--- src/rtl/mem_arb_pkg.sv ---
// Shared definitions for the memory port arbiter: FSM state encoding.
package mem_arb_pkg;

  localparam logic [1:0] ST_IDLE   = 2'd0;
  localparam logic [1:0] ST_D_WAIT = 2'd1;
  localparam logic [1:0] ST_I_WAIT = 2'd2;

  typedef enum logic [1:0] {
    StIdle  = ST_IDLE,
    StDWait = ST_D_WAIT,
    StIWait = ST_I_WAIT
  } arb_state_e;

endpackage

--- src/rtl/mem_wait_timer.sv ---
// Saturating wait-cycle counter; expired flags the MAX_WAIT-th cycle spent waiting.
module mem_wait_timer #(
  parameter int unsigned MAX_WAIT = 255
) (
  input  logic clk,
  input  logic rst,
  input  logic clear,
  input  logic enable,
  output logic expired
);

  localparam int unsigned CntW = $clog2(MAX_WAIT + 1);
  localparam logic [CntW-1:0] CntMax  = CntW'(MAX_WAIT);
  localparam logic [CntW-1:0] CntLast = CntW'(MAX_WAIT - 1);

  logic [CntW-1:0] cnt_q, cnt_d;

  always_comb begin
    cnt_d = cnt_q;
    if (clear) begin
      cnt_d = '0;
    end else if (enable && (cnt_q != CntMax)) begin
      cnt_d = cnt_q + CntW'(1);
    end
  end

  always_ff @(posedge clk or posedge rst) begin
    if (rst) begin
      cnt_q <= '0;
    end else begin
      cnt_q <= cnt_d;
    end
  end

  // Count starts at 0 in the first waiting cycle, so MAX_WAIT-1 marks the last allowed one.
  assign expired = enable && (cnt_q >= CntLast);

endmodule

--- src/rtl/mem_port_arbiter.sv ---
// Shares one single-port memory between instruction fetch and the MEM stage, freezing the
// pipeline until every pending access has been served. Data accesses win over fetches.
module mem_port_arbiter
  import mem_arb_pkg::*;
#(
  parameter int unsigned ADDR_W   = 32,
  parameter int unsigned DATA_W   = 32,
  parameter int unsigned MAX_WAIT = 255
) (
  input  logic              clk,
  input  logic              rst,
  input  logic              if_req,
  input  logic [ADDR_W-1:0] if_addr,
  input  logic              if_flush,
  output logic [DATA_W-1:0] if_rdata,
  input  logic              mem_r_en,
  input  logic              mem_w_en,
  input  logic [ADDR_W-1:0] mem_addr,
  input  logic [DATA_W-1:0] mem_wdata,
  output logic [DATA_W-1:0] mem_rdata,
  output logic              freeze,
  output logic              err,
  output logic              m_req,
  output logic              m_we,
  output logic [ADDR_W-1:0] m_addr,
  output logic [DATA_W-1:0] m_wdata,
  input  logic [DATA_W-1:0] m_rdata,
  input  logic              m_ack
);

  arb_state_e        state_q, state_d;
  logic              m_req_q, m_req_d;
  logic              m_we_q, m_we_d;
  logic [ADDR_W-1:0] m_addr_q, m_addr_d;
  logic [DATA_W-1:0] m_wdata_q, m_wdata_d;
  logic [DATA_W-1:0] if_rdata_q, if_rdata_d;
  logic [DATA_W-1:0] mem_rdata_q, mem_rdata_d;
  logic              data_served_q, data_served_d;
  logic              inst_served_q, inst_served_d;
  logic              err_q, err_d;
  logic              flush_seen_q, flush_seen_d;
  logic              data_pend, inst_pend, expired, waiting;

  assign data_pend = (mem_r_en || mem_w_en) && !data_served_q;
  assign inst_pend = if_req && !inst_served_q && !if_flush;
  assign freeze    = data_pend || inst_pend;
  assign waiting   = (state_q != StIdle);

  mem_wait_timer #(
    .MAX_WAIT(MAX_WAIT)
  ) u_timer (
    .clk    (clk),
    .rst    (rst),
    .clear  (!waiting),
    .enable (waiting),
    .expired(expired)
  );

  always_comb begin
    state_d      = state_q;
    m_req_d      = m_req_q;
    m_we_d       = m_we_q;
    m_addr_d     = m_addr_q;
    m_wdata_d    = m_wdata_q;
    if_rdata_d   = if_rdata_q;
    mem_rdata_d  = mem_rdata_q;
    err_d        = err_q;
    flush_seen_d = flush_seen_q;
    // Pipeline advances on any unfrozen edge; a flush also drops a held instruction.
    data_served_d = freeze ? data_served_q : 1'b0;
    inst_served_d = (freeze && !if_flush) ? inst_served_q : 1'b0;

    unique case (state_q)
      StIdle: begin
        flush_seen_d = 1'b0;
        if (data_pend) begin
          m_req_d   = 1'b1;
          m_we_d    = mem_w_en;
          m_addr_d  = mem_addr;
          m_wdata_d = mem_wdata;
          state_d   = StDWait;
        end else if (inst_pend) begin
          m_req_d  = 1'b1;
          m_we_d   = 1'b0;
          m_addr_d = if_addr;
          state_d  = StIWait;
        end
      end
      StDWait: begin
        if (m_ack || expired) begin
          m_req_d       = 1'b0;
          data_served_d = 1'b1;
          state_d       = StIdle;
          if (!m_we_q) mem_rdata_d = m_ack ? m_rdata : '0;
          if (!m_ack) err_d = 1'b1;
        end
      end
      StIWait: begin
        if (if_flush) flush_seen_d = 1'b1;
        if (m_ack || expired) begin
          m_req_d = 1'b0;
          state_d = StIdle;
          if (!m_ack) err_d = 1'b1;
          // A fetch overtaken by a branch completes on the bus but its data is dropped.
          if (!(flush_seen_q || if_flush)) begin
            if_rdata_d    = m_ack ? m_rdata : '0;
            inst_served_d = 1'b1;
          end
        end
      end
      default: state_d = StIdle;
    endcase
  end

  always_ff @(posedge clk or posedge rst) begin
    if (rst) begin
      state_q       <= StIdle;
      m_req_q       <= 1'b0;
      m_we_q        <= 1'b0;
      m_addr_q      <= '0;
      m_wdata_q     <= '0;
      if_rdata_q    <= '0;
      mem_rdata_q   <= '0;
      data_served_q <= 1'b0;
      inst_served_q <= 1'b0;
      err_q         <= 1'b0;
      flush_seen_q  <= 1'b0;
    end else begin
      state_q       <= state_d;
      m_req_q       <= m_req_d;
      m_we_q        <= m_we_d;
      m_addr_q      <= m_addr_d;
      m_wdata_q     <= m_wdata_d;
      if_rdata_q    <= if_rdata_d;
      mem_rdata_q   <= mem_rdata_d;
      data_served_q <= data_served_d;
      inst_served_q <= inst_served_d;
      err_q         <= err_d;
      flush_seen_q  <= flush_seen_d;
    end
  end

  assign m_req     = m_req_q;
  assign m_we      = m_we_q;
  assign m_addr    = m_addr_q;
  assign m_wdata   = m_wdata_q;
  assign if_rdata  = if_rdata_q;
  assign mem_rdata = mem_rdata_q;
  assign err       = err_q;

endmodule
--- config.mk ---
export PLATFORM = sky130hd
export DESIGN_NAME = mem_port_arbiter
export DESIGN_NICKNAME = d
export VERILOG_FILES = /design/src/rtl/mem_arb_pkg.sv /design/src/rtl/mem_wait_timer.sv /design/src/rtl/mem_port_arbiter.sv
export SDC_FILE = /design/constraint.sdc
export NUM_CORES = 1
export LEC_CHECK = 0
export ABC_AREA = 1
export CELL_PAD_IN_SITES_DETAIL_PLACEMENT = 0
export CELL_PAD_IN_SITES_GLOBAL_PLACEMENT = 2
export CORE_MARGIN = 5
export CORE_UTILIZATION = 35
export CTS_CLUSTER_DIAMETER = 50
export CTS_CLUSTER_SIZE = 16
export DETAILED_ROUTE_END_ITERATION = 10
export DONT_BUFFER_PORTS = 1
export GPL_ROUTABILITY_DRIVEN = 0
export GPL_TIMING_DRIVEN = 0
export PLACE_DENSITY_LB_ADDON = 0.05
export SYNTH_ARGS = -nofsm -noshare
export SYNTH_HDL_FRONTEND = slang
export SYNTH_SLANG_ARGS = --single-unit
export TNS_END_PERCENT = 30
--- constraint.sdc ---
create_clock -name clk -period 5.3 [get_ports clk]
set_clock_uncertainty 0.05 [all_clocks]
set_input_delay 0.795 -clock clk [delete_from_list [all_inputs] [get_ports clk]]
set_output_delay 0.795 -clock clk [all_outputs]
set_load 0.03 [all_outputs]
==> results of run 1 <==
sequential cells by signal (all words and copies together) (netlist names):
signal and flops:
if_rdata 32, m_addr 32, m_wdata 32, mem_rdata 32
u_timer.cnt_q 8, state_q 2, data_served_q 1, err 1
flush_seen_q 1, inst_served_q 1, m_req 1, m_we 1
stage by stage:
step | cells | utilization, %
6_report | 1029 | 40.7
5_1_grt | 1029 | 40.7
4_1_cts | 1029 | 40.7
3_5_place_dp | 997 | 37.5
3_3_place_gp | 996 | 37.3
2_1_floorplan | 767 | -
final timing paths:
kind	from	endpoint	slack, ns	cells past startpoint
setup / recovery	inst_served_q	freeze	3.03	2
setup reg to reg	state_q[0]	m_addr[10]	3.24	7
max in group asynchronous	rst	m_addr[7]	4.10	2
hold / removal	rst	mem_rdata[20]	0.30	1
hold reg to reg	u_timer.cnt_q[5]	u_timer.cnt_q[5]	0.45	1
min in group clk	u_timer.cnt_q[5]	u_timer.cnt_q[5]	0.45	1
logic make-up after synthesis:
| family | Yosys count | share of synthesized area [%] |
|---|---|---|
| buf+inv | 99 | 6.80 |
| fa+ha+maj | 5 | 0.972 |
| compound gates | 83 | 8.13 |
| flops | 144 | 56.0 |
| xor+xnor | 1 | 0.136 |
| simple gates | 435 | 28.0 |
metal layers:
layer	part of all wire, %	routed length, µm
met4	2.9	561
met5	0	0
met1	39	7510
met3	12	2240
met2	46	8770
synthesized netlist by cell type:
cell      instances
clkbuf_1         24
inv_1            49
buf_4             2
xor2_1            1
buf_1             5
o21ai_2          23
nor2_4            1
clkinv_1          1
a31oi_1           2
clkbuf_2          1
buf_2            10
nand3_2           1
nand4_1          33
or2_2             1
o21ai_1           8
o21bai_1          1
nor3b_1           1
ha_1              5
inv_2             1
nand2_2           3
dfrtp_1         144
o21ai_0          42
buf_6             6
o21ai_4           1
nor2_1            9
nand2_1         342
a211oi_1          1
nor3_1            1
nand3b_1          1
a21oi_1           4
o211ai_1          1
nand3_1          42
report_power, final:
group	total (mW)	internal [mW]	switching [mW]
Sequential	2.86	1.57	1.29
Combinational	1.29	0.431	0.864
Clock	1.18	0.698	0.485
Total	5.34	2.69	2.64
final cells by class:
| cell class | instances | area, µm² |
|---|---|---|
| fill | 1881 | 10700 |
| sequential | 144 | 3600 |
| multi-input combinational | 524 | 2390 |
| clock buffer | 17 | 425 |
| tap | 229 | 287 |
| buffer | 48 | 246 |
| inverter | 51 | 196 |
| clock inverter | 15 | 159 |
| timing repair buffer | 1 | 27.5 |
==> results.ini, run 1 <==
[routing]
wl_mm=19.1
viasPerCell=4.93
wl_per_cell_um=18.5
vias=5072
ant_nets=0
firstDrtPassIters=4
drtIter0Drc=206
drc=0

[final_layout]
area_growth_pct=14.0
design_area_mm2=0.00734
diodes=0
drive_above_1_share_pct=10.5
final_cell_mix=nand2_1, dfrtp_1, inv_1, o21ai_0, nand3_1
mostFrequentLayoutCell=nand2_1
nNetsFinal=927

[global_route]
grt_max_degree=76
antenna_found_initial=0
grt_pass1_vias=5291
grt_util_met2_pct=27.4
grt_pass1_wl_mm=30.0
grt_usage_pct=17.8
top_usage_layer=met2
grt_overflow=0
met3_usage_pct=9.72
met1_usage_pct=20.9

[logic_synthesis]
synth_top_area_share_pct=56.0
seq_area_frac_synth_pct=56.0
synth_area_leaders=dfrtp_1, nand2_1, nand3_1, o21ai_0, nand4_1
yosysWarningCount=0
yosysTopAreaCell=dfrtp_1
syn_nets=907
ys_seq_elements=144
synth_cell_types=32
syn_area_per_cell_um2=8.39
syn_area_mm2=0.00644
synth_cells=767

[setup_path]
crit_path_top_delay_cell=dfrtp_1
max_stage_delay_ns=0.38
required_ns=4.45
cp-start-kind=flip-flop
crit_buf_inv=0
cp_cell_sequence=nand3b_1 > nand2_1
critPathKind=reg2out
worst_setup_path_end_kind=output port
worst-path-max-fanout=4
path_delay_family=simple AND/OR/NAND/NOR gates
arrival_ns=1.43

[floorplanning]
core-area_mm2=0.0180
fp.dieW_um=146
dieArea_mm2=0.0212
ioPinCount=267
rows=49
fp.dieH_um=146
start_util_pct=35.7

[clock_tree]
cts_max_level=4
clock_latency_ns=0.41
cts_buffer_depth=2
cts.clk_slew.worst_paths_ns=0.06
tritoncts=yes
cts_buffers=17
cts_hold_buf=0
post_cts_buffers=0
clockRootBuffer=clkbuf_16
cts_sinks=144
cts_resized=0

[placed_design]
place_area_mm2=0.00676
io_buffers=0
pre_cts_slack_ns=3.02
hpwl_mm=14.6

[power]
power.leakage_nw=3.71
ir_drop_uv=302
total_power_mw=5.34
power_density_mw_per_mm2=727

[timing]
min_period_ns=2.27
hold_viol=0
setup_viol_count_final=0
fin_ws_ns=3.03
worst_pin_slew_ns=0.643
slew_violations=0
relSlewSlack_pct=57.1
rsz0062_at_grt=no
max_freq_mhz=440
hold_ws_ns=0.297
period_share_pct=42.9
setup_tns_ns=0

[hold_path]
hold_class=in2async

[flow_run]
max_cap_viol_count=0

[outcome]
status=finished clean

Power figures use the tool's default switching activity.
==> run 2, diff against run 1 <==
clock period = 2.19 ns   (was 5.3 ns; I/O delays follow)
==> results.ini, run 2 (same netlist as run 1, synthesis figures left out) <==
[setup_path]
worst_setup_path_end_kind=flip-flop
critPathLaunch=u_timer.cnt_q[0]
critPathKind=reg2reg
cp-start-kind=flip-flop
arrival_ns=2.20  ; +0.77 ns
cp_common_cell=nand2_2
rr_startpoint=u_timer.cnt_q[0]
required_ns=2.41  ; -2.04 ns
max_stage_delay_ns=0.43  ; +0.05 ns
crit_path_top_delay_cell=clkbuf_1
cp_cell_sequence=inv_1 > ha_1 > or2_2 > nand3_2 > nand2_2 > nand2_2 > clkbuf_1 > o21ai_0
worst-path-max-fanout=10  ; +6

[global_route]
grt_pass1_vias=5517  ; +4.3%
grt_overflow=0  ; unchanged
antenna_found_initial=0  ; unchanged
grt_pass1_wl_mm=31.3  ; +4.1%
grt_usage_pct=18.5  ; +0.67 points
grt_max_degree=42  ; -45%

[floorplanning]
rows=49  ; unchanged
dieArea_mm2=0.0212  ; unchanged
fp.dieH_um=146  ; unchanged
start_util_pct=35.7  ; unchanged
core-area_mm2=0.0180  ; unchanged
ioPinCount=267  ; unchanged
fp.dieW_um=146  ; unchanged

[power]
power_density_mw_per_mm2=1660  ; +130%
power.leakage_nw=3.95  ; +6.6%
ir_drop_uv=643  ; +110%

[placed_design]
io_buffers=0  ; unchanged
hpwl_mm=14.8  ; +1.4%
pre_cts_slack_ns=0.0179  ; -3.00 ns

[routing]
vias=5294  ; +4.4%
drc=0  ; unchanged
viasPerCell=4.89  ; -0.83%
drtIter0Drc=237  ; +15%
wl_per_cell_um=18.2  ; -1.6%
wl_mm=19.8  ; +3.6%
firstDrtPassIters=4  ; unchanged
ant_nets=0  ; unchanged

[clock_tree]
clockRootBuffer=clkbuf_16
cts.clk_slew.worst_paths_ns=0.06  ; about the same
cts_buffer_depth=2  ; unchanged
tritoncts=yes
cts_sinks=144  ; unchanged
cts_buffers=17  ; unchanged
post_cts_buffers=0  ; unchanged
cts_max_level=4  ; unchanged
clock_latency_ns=0.42  ; about the same

[timing]
fin_ws_ns=0.212  ; -2.81 ns
max_freq_mhz=506
setup_viol_count_final=0  ; unchanged
worst_pin_slew_ns=0.790  ; +0.147 ns
slew_violations=0  ; unchanged
relSlewSlack_pct=47.2  ; -9.9 points
period_share_pct=90.3
min_period_ns=1.98
rsz0062_at_grt=no
hold_viol=0  ; unchanged

[final_layout]
area_growth_pct=23.3
final_cell_mix=nand2_1, dfrtp_1, dlygate4sd3_1, inv_1
drive_above_1_share_pct=10.3  ; -0.20 points
mostFrequentLayoutCell=nand2_1
final_util_pct=44.0  ; +3.3 points
diodes=0  ; unchanged
num-fill-cells=1782  ; -5.3%
nNetsFinal=982  ; +5.9%

[flow_run]
max_cap_viol_count=0  ; unchanged

[hold_path]
hold_start=m_rdata[6]
hold_class=in2reg

[outcome]
status=finished clean

-- run 2: cell types whose count changed in the layout (fill, tap and decap cells not counted), sizes merged --
cell | previous run | this run
bufinv | 2 | 3
clkbuf | 42 | 44
buf | 24 | 26
inv | 54 | 51
clkinv | 7 | 5
dlygate4sd3 | 0 | 53
clkinvlp | 3 | 4
-- run 2: area by class of cell --
cell class                      instances  area, µm²  share of cell area (%)
Tap cell                              229        287                    3.61
Clock inverter                         12        158                    1.99
Inverter                               51        195                    2.46
Sequential cell                       144       3600                    45.4
Buffer                                 48        248                    3.12
Timing Repair Buffer                   56        591                    7.44
Clock buffer                           19        453                    5.71
Multi-Input combinational cell        524       2400                    30.3
-- run 2: path summary, 6_finish.rpt --
path,to,slack (ns),cells after the start
worst max-delay path,if_rdata[3],0.21,8
worst min-delay path,if_rdata[6],0.01,2
worst max register to register,if_rdata[3],0.21,8
worst min register to register,u_timer.cnt_q[5],0.45,1
max in group asynchronous,m_wdata[28],0.94,3
min in group asynchronous,if_rdata[23],0.49,2
-- run 2: where the power goes --
group | switching (mW) | leakage (nW) | internal (mW)
clock network | 1.15 | 0.292 | 1.85
logic | 2.14 | 1.83 | 1.12
registers | 3.14 | 1.83 | 3.79
-- run 2: through the flow --
step           setup TNS (ns)  std cells  area, µm²  power [mW]  hold WS, ns
6_report                    0       1083       7940        13.2       0.0148
5_1_grt                     0       1083       7940        14.1     0.000150
4_1_cts                     0       1082       7920        13.4    0.0000875
3_5_place_dp                0        999       6790        10.2        0.334
3_3_place_gp          -125.83        996       6730        10.1        0.429
2_1_floorplan               0        767       6440        9.03        0.409
-- run 2: repair_timing --
action,in CTS,in global routing
hold buffers,52,1
gates resized for setup,0,4
hold endpoints to repair,88,1
endpoints found under the setup margin,0,53
-- run 2: critical path, delay by kind of cell, from the launching register on --
kind                       cells  cell delay [ns]
and+or+nand+nor                4             0.56
buffers and inverters          2             0.51
DFF                            1             0.37
adders and majority gates      1             0.19
AOI/OAI and AO/OA              1             0.15
-- run 2: metal layers --
metal	up-vias	track usage (%)	part of all wire, %
met3	13	9.47	11
met4	0	4.99	1.0
met1	2500	21.7	40
met2	194	30.0	49
met5	-	0	0
li1	2587	-	-
